===== config.mk =====
export PLATFORM = sky130hd
export DESIGN_NAME = serializer_array_flat
export DESIGN_NICKNAME = d
export VERILOG_FILES = /design/src/rtl/serializer_array_if.sv /design/src/rtl/serializer_array.sv /design/src/flat_wrapper.sv
export SDC_FILE = /design/constraint.sdc
export NUM_CORES = 1
export LEC_CHECK = 0
export CORE_MARGIN = 5
export CORE_UTILIZATION = 58
export DETAILED_ROUTE_END_ITERATION = 12
export GPL_TIMING_DRIVEN = 0
export PLACE_DENSITY = 0.93
export SLEW_MARGIN = 20
export SYNTH_ARGS = -nofsm -noshare
export SYNTH_HDL_FRONTEND = slang
export SYNTH_SLANG_ARGS = --single-unit

===== constraint.sdc =====
create_clock -name clk -period 4.5 [get_ports clk]
set_clock_uncertainty 0.2 [all_clocks]
set_input_delay 0.675 -clock clk [delete_from_list [all_inputs] [get_ports clk]]
set_output_delay 0.675 -clock clk [all_outputs]
set_load 0.05 [all_outputs]

===== src/rtl/serializer_array_if.sv =====
// Word-stream input and serial-link output bundle for serializer_array.
// underrun_count exists only when SERIALIZER_ARRAY_UNDERRUN_COUNT_EN is defined.
interface serializer_array_if #(
    parameter int NUM_CHANNELS = 4,
    parameter int WIDTH        = 8
);
    logic                          enable;
    logic                          in_valid;
    logic                          in_ready;
    logic [NUM_CHANNELS*WIDTH-1:0] in_data;
    logic                          sclk;
    logic                          sload_n;
    logic [NUM_CHANNELS-1:0]       sdata;
    logic                          busy;
    logic                          underrun;
`ifdef SERIALIZER_ARRAY_UNDERRUN_COUNT_EN
    logic [15:0]                   underrun_count;

    modport master (
        output enable, in_valid, in_data,
        input  in_ready, sclk, sload_n, sdata, busy, underrun, underrun_count
    );
    modport slave (
        input  enable, in_valid, in_data,
        output in_ready, sclk, sload_n, sdata, busy, underrun, underrun_count
    );
`else
    modport master (
        output enable, in_valid, in_data,
        input  in_ready, sclk, sload_n, sdata, busy, underrun
    );
    modport slave (
        input  enable, in_valid, in_data,
        output in_ready, sclk, sload_n, sdata, busy, underrun
    );
`endif
endinterface


===== src/rtl/serializer_array.sv =====
// Multi-lane parallel-to-serial converter with its own sclk/sload_n; optional counter via SERIALIZER_ARRAY_UNDERRUN_COUNT_EN.
// Latency: accepted word's MSB appears on the first sclk fall at least 1 clk after handshake (<= CLK_DIV+1 clk).
// Backpressure: one-frame holding buffer; in_ready low while it is full, empty buffer at frame start sends fill.
module serializer_array #(
    parameter int   NUM_CHANNELS = 4,
    parameter int   WIDTH        = 8,
    parameter int   CLK_DIV      = 4,
    parameter logic DEFAULT_VAL  = 1'b1
) (
    input logic              clk,
    input logic              reset_n,
    serializer_array_if.slave bus
);
    localparam int DW = (CLK_DIV > 2) ? $clog2(CLK_DIV) : 1;
    localparam int BW = $clog2(WIDTH);
    localparam logic [DW-1:0] DIV_LAST = DW'(CLK_DIV - 1);
    localparam logic [DW-1:0] DIV_HALF = DW'(CLK_DIV / 2);
    localparam logic [BW-1:0] BIT_LAST = BW'(WIDTH - 1);
    localparam logic [WIDTH-1:0] FILL_WORD = {WIDTH{DEFAULT_VAL}};
    localparam logic [NUM_CHANNELS-1:0] IDLE_LINES = {NUM_CHANNELS{DEFAULT_VAL}};

    typedef enum logic {IDLE, RUN} state_t;
    typedef logic [NUM_CHANNELS-1:0][WIDTH-1:0] frame_t;

    state_t                  state_q;
    logic [DW-1:0]           div_cnt_q, div_cnt_d;
    logic [BW-1:0]           bit_cnt_q;
    frame_t                  buf_q, buf_d, shreg_q, shreg_d, shift_src;
    logic                    buf_full_q, buf_full_d;
    logic                    in_ready_q, sclk_q, sload_n_q, busy_q, underrun_q;
    logic [NUM_CHANNELS-1:0] sdata_q, sdata_d;
    logic                    fall_tick, frame_end, frame_start, handshake;

    always_comb begin
        div_cnt_d   = (div_cnt_q == DIV_LAST) ? '0 : div_cnt_q + 1'b1;
        fall_tick   = (div_cnt_d == DIV_HALF);
        frame_end   = (state_q == RUN) && (bit_cnt_q == BIT_LAST);
        // From IDLE a frame only starts with data; in RUN an empty buffer starts a fill frame.
        frame_start = fall_tick && bus.enable && (frame_end || (state_q == IDLE && buf_full_q));
        handshake   = bus.in_valid && in_ready_q;

        buf_d      = handshake ? frame_t'(bus.in_data) : buf_q;
        buf_full_d = buf_full_q;
        if (frame_start) buf_full_d = 1'b0;
        if (handshake)   buf_full_d = 1'b1;

        shift_src = shreg_q;
        if (frame_start) shift_src = buf_full_q ? buf_q : {NUM_CHANNELS{FILL_WORD}};
        for (int c = 0; c < NUM_CHANNELS; c++) begin
            sdata_d[c] = shift_src[c][WIDTH-1];
            shreg_d[c] = {shift_src[c][WIDTH-2:0], DEFAULT_VAL};
        end
    end

    always_ff @(posedge clk) begin
        if (!reset_n) begin
            div_cnt_q  <= '0;
            sclk_q     <= 1'b1;
            buf_q      <= '0;
            buf_full_q <= 1'b0;
            in_ready_q <= 1'b0;
        end else begin
            div_cnt_q  <= div_cnt_d;
            sclk_q     <= (div_cnt_d < DIV_HALF);
            buf_q      <= buf_d;
            buf_full_q <= buf_full_d;
            in_ready_q <= !buf_full_d;
        end
    end

    always_ff @(posedge clk) begin
        if (!reset_n) begin
            state_q    <= IDLE;
            bit_cnt_q  <= '0;
            shreg_q    <= '0;
            sdata_q    <= IDLE_LINES;
            sload_n_q  <= 1'b1;
            busy_q     <= 1'b0;
            underrun_q <= 1'b0;
        end else begin
            underrun_q <= 1'b0;
            if (frame_start) begin
                state_q    <= RUN;
                busy_q     <= 1'b1;
                bit_cnt_q  <= '0;
                sload_n_q  <= 1'b0;
                underrun_q <= !buf_full_q;
                sdata_q    <= sdata_d;
                shreg_q    <= shreg_d;
            end else if (fall_tick && frame_end) begin
                state_q   <= IDLE;
                busy_q    <= 1'b0;
                sload_n_q <= 1'b1;
                sdata_q   <= IDLE_LINES;
            end else if (fall_tick && state_q == RUN) begin
                bit_cnt_q <= bit_cnt_q + 1'b1;
                sload_n_q <= 1'b1;
                sdata_q   <= sdata_d;
                shreg_q   <= shreg_d;
            end
        end
    end

`ifdef SERIALIZER_ARRAY_UNDERRUN_COUNT_EN
    logic [15:0] urun_cnt_q;

    always_ff @(posedge clk) begin
        if (!reset_n) begin
            urun_cnt_q <= '0;
        end else if (frame_start && !buf_full_q && urun_cnt_q != 16'hFFFF) begin
            urun_cnt_q <= urun_cnt_q + 16'd1;
        end
    end

    assign bus.underrun_count = urun_cnt_q;
`endif

    assign bus.in_ready = in_ready_q;
    assign bus.sclk     = sclk_q;
    assign bus.sload_n  = sload_n_q;
    assign bus.sdata    = sdata_q;
    assign bus.busy     = busy_q;
    assign bus.underrun = underrun_q;
endmodule


===== src/flat_wrapper.sv =====
// flat-port wrapper written by rule: the top's interface ports become plain ports
module serializer_array_flat 
#(
    parameter int   NUM_CHANNELS = 4,
    parameter int   WIDTH        = 8,
    parameter int   CLK_DIV      = 4,
    parameter logic DEFAULT_VAL  = 1'b1
)
  (clk, reset_n, bus_enable, bus_in_valid, bus_in_data, bus_in_ready, bus_sclk, bus_sload_n, bus_sdata, bus_busy, bus_underrun);
  serializer_array_if #(.NUM_CHANNELS(NUM_CHANNELS), .WIDTH(WIDTH)) bus_i ();
  input logic clk;
  input logic reset_n;
  input wire logic [$bits(bus_i.enable)-1:0] bus_enable;
  input wire logic [$bits(bus_i.in_valid)-1:0] bus_in_valid;
  input wire logic [$bits(bus_i.in_data)-1:0] bus_in_data;
  output wire logic [$bits(bus_i.in_ready)-1:0] bus_in_ready;
  output wire logic [$bits(bus_i.sclk)-1:0] bus_sclk;
  output wire logic [$bits(bus_i.sload_n)-1:0] bus_sload_n;
  output wire logic [$bits(bus_i.sdata)-1:0] bus_sdata;
  output wire logic [$bits(bus_i.busy)-1:0] bus_busy;
  output wire logic [$bits(bus_i.underrun)-1:0] bus_underrun;
  assign bus_i.enable = bus_enable;
  assign bus_i.in_valid = bus_in_valid;
  assign bus_i.in_data = bus_in_data;
  assign bus_in_ready = bus_i.in_ready;
  assign bus_sclk = bus_i.sclk;
  assign bus_sload_n = bus_i.sload_n;
  assign bus_sdata = bus_i.sdata;
  assign bus_busy = bus_i.busy;
  assign bus_underrun = bus_i.underrun;
  serializer_array #(.NUM_CHANNELS(NUM_CHANNELS), .WIDTH(WIDTH), .CLK_DIV(CLK_DIV), .DEFAULT_VAL(DEFAULT_VAL)) u_core (.clk(clk), .reset_n(reset_n), .bus(bus_i));
endmodule

==> results.sh, run 1 <==
export IMPL_final_common_cell="nand2_1"
export IMPL_overflow=0
export IMPL_cts_htree_levels=3
export IMPL_nFillCells=404
export IMPL_hpwl_um=5520
export IMPL_drtIter0Drc=328
export IMPL_wl_um=8090
export IMPL_final_util=0.716
export IMPL_syn2layout_area_growth_pct=21.9
export IMPL_clock_fmax_mhz=405
export IMPL_layout_drive_gt1_share=0.0599
export IMPL_die_h_um=84.2
export IMPL_worst_ir_drop_vdd_v=0.000189
export IMPL_cts_sinks=76
export IMPL_core_area_um2=5440
export IMPL_hold_path_class="reg -> reg"
export IMPL_track_usage=0.240
export IMPL_p_seq_frac=0.519
export IMPL_clock_path_buffers=2
export IMPL_grt_max_degree=12
export IMPL_drv_cap=0
export IMPL_globalplace_congestion=0.876
export IMPL_drcViolationCount=0
export IMPL_cts_root_buffer="clkbuf_8"
export IMPL_worst_pin_slew_ns=0.608
export IMPL_clock_latency_ns=0.35
export IMPL_portBuffers=42
export IMPL_slew_viol_final=0
export IMPL_timing_critical_path_buf_inv=1
export IMPL_cts_tree="built"
export IMPL_syn_area_um2=3190
export IMPL_holdBufCountCts=0
export IMPL_synth_seq_cells=76
export IMPL_cpPeakStageDelay_ns=0.84
export IMPL_power_density_nw_per_um2=354
export IMPL_syn_nets=417
export IMPL_comb_power_share=0.120
export IMPL_leakagePower_nw=1.42
export IMPL_synth_edff_count=0
export IMPL_setup_viol=0
export IMPL_worst_setup_path_end_kind="primary output"
export IMPL_fin_cells=506
export IMPL_rows=27
export IMPL_vias=3024
export IMPL_fin_hold_ws_ns=0.259
export IMPL_numPlacedInstances=491
export IMPL_clkTransAtPathRegs_ns=0.07
export IMPL_post_route_period_util=0.549
export IMPL_ys_seq_area_frac=0.476
export IMPL_netSwitchingPower_mw=0.352
export IMPL_cp_top_family="buffers and inverters"
export IMPL_tns_ns=0
export IMPL_start_util=0.587
export IMPL_rsz0062_at_grt="no"
export IMPL_internal_power_mw=1.03
export IMPL_ys_flop_type="dfxtp_1"
export IMPL_ant_nets=0
export IMPL_worstPathArrival_ns=1.60
export IMPL_cts_resized=0
export IMPL_outcome="complete, no violations"
export IMPL_syn_inst=377
export IMPL_cts_setup_buffers=0
export IMPL_criticalPathCategory="reg -> out"
export IMPL_antenna_found_initial=0
export IMPL_multi_input_area_um2=1500
export IMPL_seqCellArea_um2=1520
export IMPL_nets=470
export IMPL_clkPwrFrac=0.361
export IMPL_p_sw_frac=0.255
export IMPL_avgSynthCellArea_um2=8.47
export IMPL_dr_pass1_iters=5
export IMPL_diodes=0
export IMPL_cp_slowest_cell="clkdlybuf4s50_1"
export IMPL_fin_crit_ns=2.47
export IMPL_cp_required_ns=3.62
export IMPL_via_per_inst=5.98
export IMPL_grt_pass1_wl_um=13500
export IMPL_crit_fanout=4
export IMPL_cts_buffers=9
export IMPL_grt_pass1_vias=2904
export IMPL_start_kind="flop"
export IMPL_wl_per_cell_um=16.0
export IMPL_path_cells="clkdlybuf4s50_1"
export IMPL_synthArstFlopShare=0
export IMPL_synth_cell_types=31
export IMPL_dieArea_um2=7090
export IMPL_hold_viol=0
export IMPL_relSlewSlack=0.595
export IMPL_pin_count=45
export IMPL_dieWidth_um=84.2
export IMPL_yosysWarningCount=0
export IMPL_final_cell_mix="118 x nand2_1, 76 x dfxtp_1, 42 x clkdlybuf4s50_1"
==> cells in the mapped netlist (2+ instances only) <==
cell type | number | area [µm²]
o221ai_1 | 4 | 35.0
o31a_1 | 5 | 43.8
ha_1 | 4 | 50.1
and3b_1 | 2 | 17.5
inv_1 | 7 | 26.3
dfxtp_1 | 76 | 1520
a31oi_1 | 24 | 150
o211a_1 | 4 | 40.0
clkbuf_1 | 25 | 93.8
a21boi_0 | 14 | 105
nor3_1 | 4 | 20.0
nor2b_1 | 5 | 31.3
o41ai_1 | 24 | 210
o31ai_1 | 4 | 30.0
buf_2 | 11 | 55.1
nand2_1 | 118 | 443
a21boi_1 | 20 | 150
nor2_1 | 2 | 7.51
a32oi_1 | 4 | 35.0
and3_1 | 2 | 12.5
a21oi_1 | 4 | 20.0
and2_1 | 3 | 18.8
o21ai_1 | 3 | 15.0
==> layer usage <==
layer	share of wire	GRT usage	up-vias
met5	0	0	-
met4	0.042	0.162	0
met3	0.071	0.0599	33
met2	0.47	0.387	154
met1	0.42	0.280	1394
li1	-	-	1443
==> power by group through the flow <==
stage / Combinational [mW] / Sequential, mW / Clock [mW]
global placement: 0.158 / 0.729 / 0
global route: 0.182 / 0.718 / 0.528
floorplan: 0.0862 / 0.739 / 0
detailed placement: 0.162 / 0.730 / 0
finish: 0.166 / 0.716 / 0.497
CTS: 0.165 / 0.715 / 0.497
==> layout make-up <==
type | instances | area share
Timing Repair Buffer | 42 | 0.108
Buffer | 36 | 0.0383
Sequential cell | 76 | 0.391
Inverter | 7 | 0.00675
Tap cell | 72 | 0.0231
Clock buffer | 14 | 0.0469
Multi-Input combinational cell | 258 | 0.385
Clock inverter | 1 | 0.00129
==> path summary, 6_finish.rpt <==
check,from,endpoint,slack (ns),cells past startpoint
hold reg to reg,u_core.buf_q[7],u_core.buf_q[7],0.26,2
hold / removal,u_core.buf_q[7],u_core.buf_q[7],0.26,2
setup reg to reg,u_core.bit_cnt_q[0],u_core.shreg_q[18],2.23,6
setup / recovery,u_core.state_q,bus_busy,2.03,1
==> kinds of logic (layout without fill, tap and decap cells) <==
logic type                 Yosys count  in the layout  share of synthesized area
AOI/OAI and AO/OA                  111            111                      0.264
muxes                                1              1                    0.00431
and+or+nand+nor                    141            141                      0.183
adders and majority gates            4              4                     0.0157
xor gates and xnor gates             1              1                    0.00274
buffers and inverters               43            100                     0.0548
DFF                                 76             76                      0.476
==> worst reg2reg max path, stage by stage, from the launching register on <==
cell      delay [ns]
dfxtp_1         0.33
ha_1            0.20
ha_1            0.25
mux2i_2         0.41
clkbuf_1        0.43
o41ai_1         0.15
a31oi_1         0.22
==> stage by stage <==
step                      power (mW)  cell area (µm²)  setup WS [ns]
final                           1.38             3890           2.03
after global routing            1.43             3890           1.99
after CTS                       1.38             3890           2.03
after detailed placement       0.893             3700           1.96
after global placement         0.887             3700           2.01
after floorplan                0.825             3190           2.52
==> sequential cells by signal, indices dropped and copies added, names as in the netlist, 2 cells and up <==
| register | cells |
|---|---|
| u_core.shreg_q | 29 |
| u_core.buf_q | 32 |
| u_core.bit_cnt_q | 3 |
| u_core.div_cnt_q | 2 |
| u_core.bus.sdata | 4 |
Power figures use the tool's default switching activity.
==> run 2, diff against run 1 <==
Settings changed: CORE_UTILIZATION 58 to 49, PLACE_DENSITY 0.93 to 0.85.
Clock period 4.5 ns to 2.1 ns, I/O delays scaled along.
==> results.sh, run 2 (synthesized netlist as in run 1, its figures left out) <==
export IMPL_outcome="complete, no violations"
export IMPL_clkTransAtPathRegs_ns=0.07
export IMPL_slew_viol_final=0
export IMPL_worstHoldEndpoint="u_core.bus.sclk"
export IMPL_clock_fmax_mhz=496
export IMPL_final_common_cell="nand2_1"
export IMPL_hold_path_class="in -> reg"
export IMPL_final_cell_mix="117 x nand2_1, 76 x dfxtp_1, 41 x clkdlybuf4s50_1"
export IMPL_clock_latency_ns=0.35
export IMPL_hold_path_depth=2
export IMPL_min_from="reset_n"
export IMPL_ant_nets=0
export IMPL_power_density_nw_per_um2=749
export IMPL_start_kind="flop"
export IMPL_post_route_period_util=0.961
export IMPL_fin_crit_ns=2.02
export IMPL_cp_required_ns=1.58
export IMPL_hpwl_um=5460
export IMPL_globalplace_congestion=0.858
export IMPL_hold_viol=0
export IMPL_relSlewSlack=0.625
export IMPL_clock_path_buffers=2
export IMPL_drv_cap=0
export IMPL_numPlacedInstances=496
export IMPL_reg2reg_setup_slack_ns=0.11
export IMPL_dr_pass1_iters=5
export IMPL_fin_cells=514
export IMPL_worst_pin_slew_ns=0.563
export IMPL_cts_sinks=76
export IMPL_crit_fanout=3
export IMPL_cts_root_buffer="clkbuf_8"
export IMPL_grt_max_degree=13
export IMPL_syn2layout_area_growth_pct=23.9
export IMPL_track_usage=0.203
export IMPL_grt_pass1_vias=2849
export IMPL_drtIter0Drc=276
export IMPL_worstPathArrival_ns=1.50
export IMPL_portBuffers=42
export IMPL_setup_viol=0
export IMPL_criticalPathCategory="reg -> out"
export IMPL_cpPeakStageDelay_ns=0.81
export IMPL_rows=29
export IMPL_tns_ns=0
export IMPL_nFillCells=532
export IMPL_cts_buffers=9
export IMPL_r2r_end="u_core.shreg_q[7]"
export IMPL_layout_drive_gt1_share=0.0824
export IMPL_worst_ir_drop_vdd_v=0.000398
export IMPL_core_area_um2=6350
export IMPL_dieWidth_um=90.7
export IMPL_drcViolationCount=0
export IMPL_dieArea_um2=8230
export IMPL_timing_critical_path_buf_inv=1
export IMPL_cts_htree_levels=3
export IMPL_total_power_mw=2.96
export IMPL_via_per_inst=5.73
export IMPL_leakagePower_nw=1.43
export IMPL_top_register="u_core.buf_q"
export IMPL_die_h_um=90.7
export IMPL_nets=472
export IMPL_worst_r2r_cell_count=7
export IMPL_grt_pass1_wl_um=13500
export IMPL_final_util=0.623
export IMPL_cp_slowest_cell="clkdlybuf4s50_1"
export IMPL_wl_per_cell_um=15.9
export IMPL_rsz0062_at_grt="no"
export IMPL_path_cells="clkdlybuf4s50_1"
export IMPL_cp_top_family="buffers and inverters"
export IMPL_vias=2945
export IMPL_start_util=0.503
export IMPL_timing_rr_start="u_core.bit_cnt_q[0]"
export IMPL_antenna_found_initial=0
export IMPL_largest_reg_flops=32
export IMPL_pin_count=45
export IMPL_worst_setup_path_end_kind="primary output"
export IMPL_wl_um=8170
export IMPL_diodes=0
export IMPL_cts_tree="built"
export IMPL_holdBufCountCts=0
export IMPL_overflow=0
## run 2: metal layers
| metal | wire (µm) | track usage | up-vias |
|---|---|---|---|
| li1 | - | - | 1447 |
| met1 | 3470 | 0.252 | 1348 |
| met2 | 3820 | 0.318 | 119 |
| met3 | 572 | 0.0467 | 31 |
| met4 | 309 | 0.120 | 0 |
| met5 | 0 | 0 | - |
## run 2: stage by stage
| step | hold WS, ns | cell area (µm²) | setup slack (ns) |
|---|---|---|---|
| after floorplan | 0.230 | 3190 | 0.121 |
| after global placement | 0.241 | 3710 | -0.0908 |
| after detailed placement | 0.247 | 3710 | -0.101 |
| after CTS | 0.139 | 3910 | 0.0306 |
| after global routing | 0.221 | 3960 | 0.0120 |
| final | 0.175 | 3960 | 0.0822 |
## run 2: final cells by class
class | instances | area, µm² | area share
Inverter | 7 | 26.3 | 0.00664
Clock buffer | 13 | 169 | 0.0427
Buffer | 36 | 164 | 0.0414
Sequential cell | 76 | 1520 | 0.385
Multi-Input combinational cell | 259 | 1530 | 0.387
Tap cell | 77 | 96.3 | 0.0244
Timing Repair Buffer | 43 | 427 | 0.108
Clock inverter | 3 | 20.0 | 0.00506
## run 2: power breakdown
group	internal, mW	switching [mW]	total [mW]
clock network	0.525	0.539	1.06
logic	0.156	0.210	0.366
registers	1.50	0.0346	1.53
total	2.18	0.783	2.96
## run 2: worst max path at each step
stage | start | end | slack [ns] | cells past startpoint
6_report | u_core.bus.in_ready | bus_in_ready | 0.08 | 1
5_1_grt | u_core.bit_cnt_q[0] | u_core.shreg_q[23] | 0.01 | 7
3_3_place_gp | u_core.bit_cnt_q[0] | u_core.shreg_q[24] | -0.09 | 6
3_5_place_dp | u_core.bit_cnt_q[0] | u_core.shreg_q[24] | -0.10 | 6
4_1_cts | u_core.bit_cnt_q[0] | u_core.shreg_q[21] | 0.03 | 6
2_1_floorplan | u_core.state_q | u_core.shreg_q[17] | 0.12 | 4
## run 2: timing repair
action / CTS / global route
setup endpoints to repair: 28 / 29
gates cloned: 0 / 1
gates resized for setup: 3 / 13
buffers inserted: 0 / 1
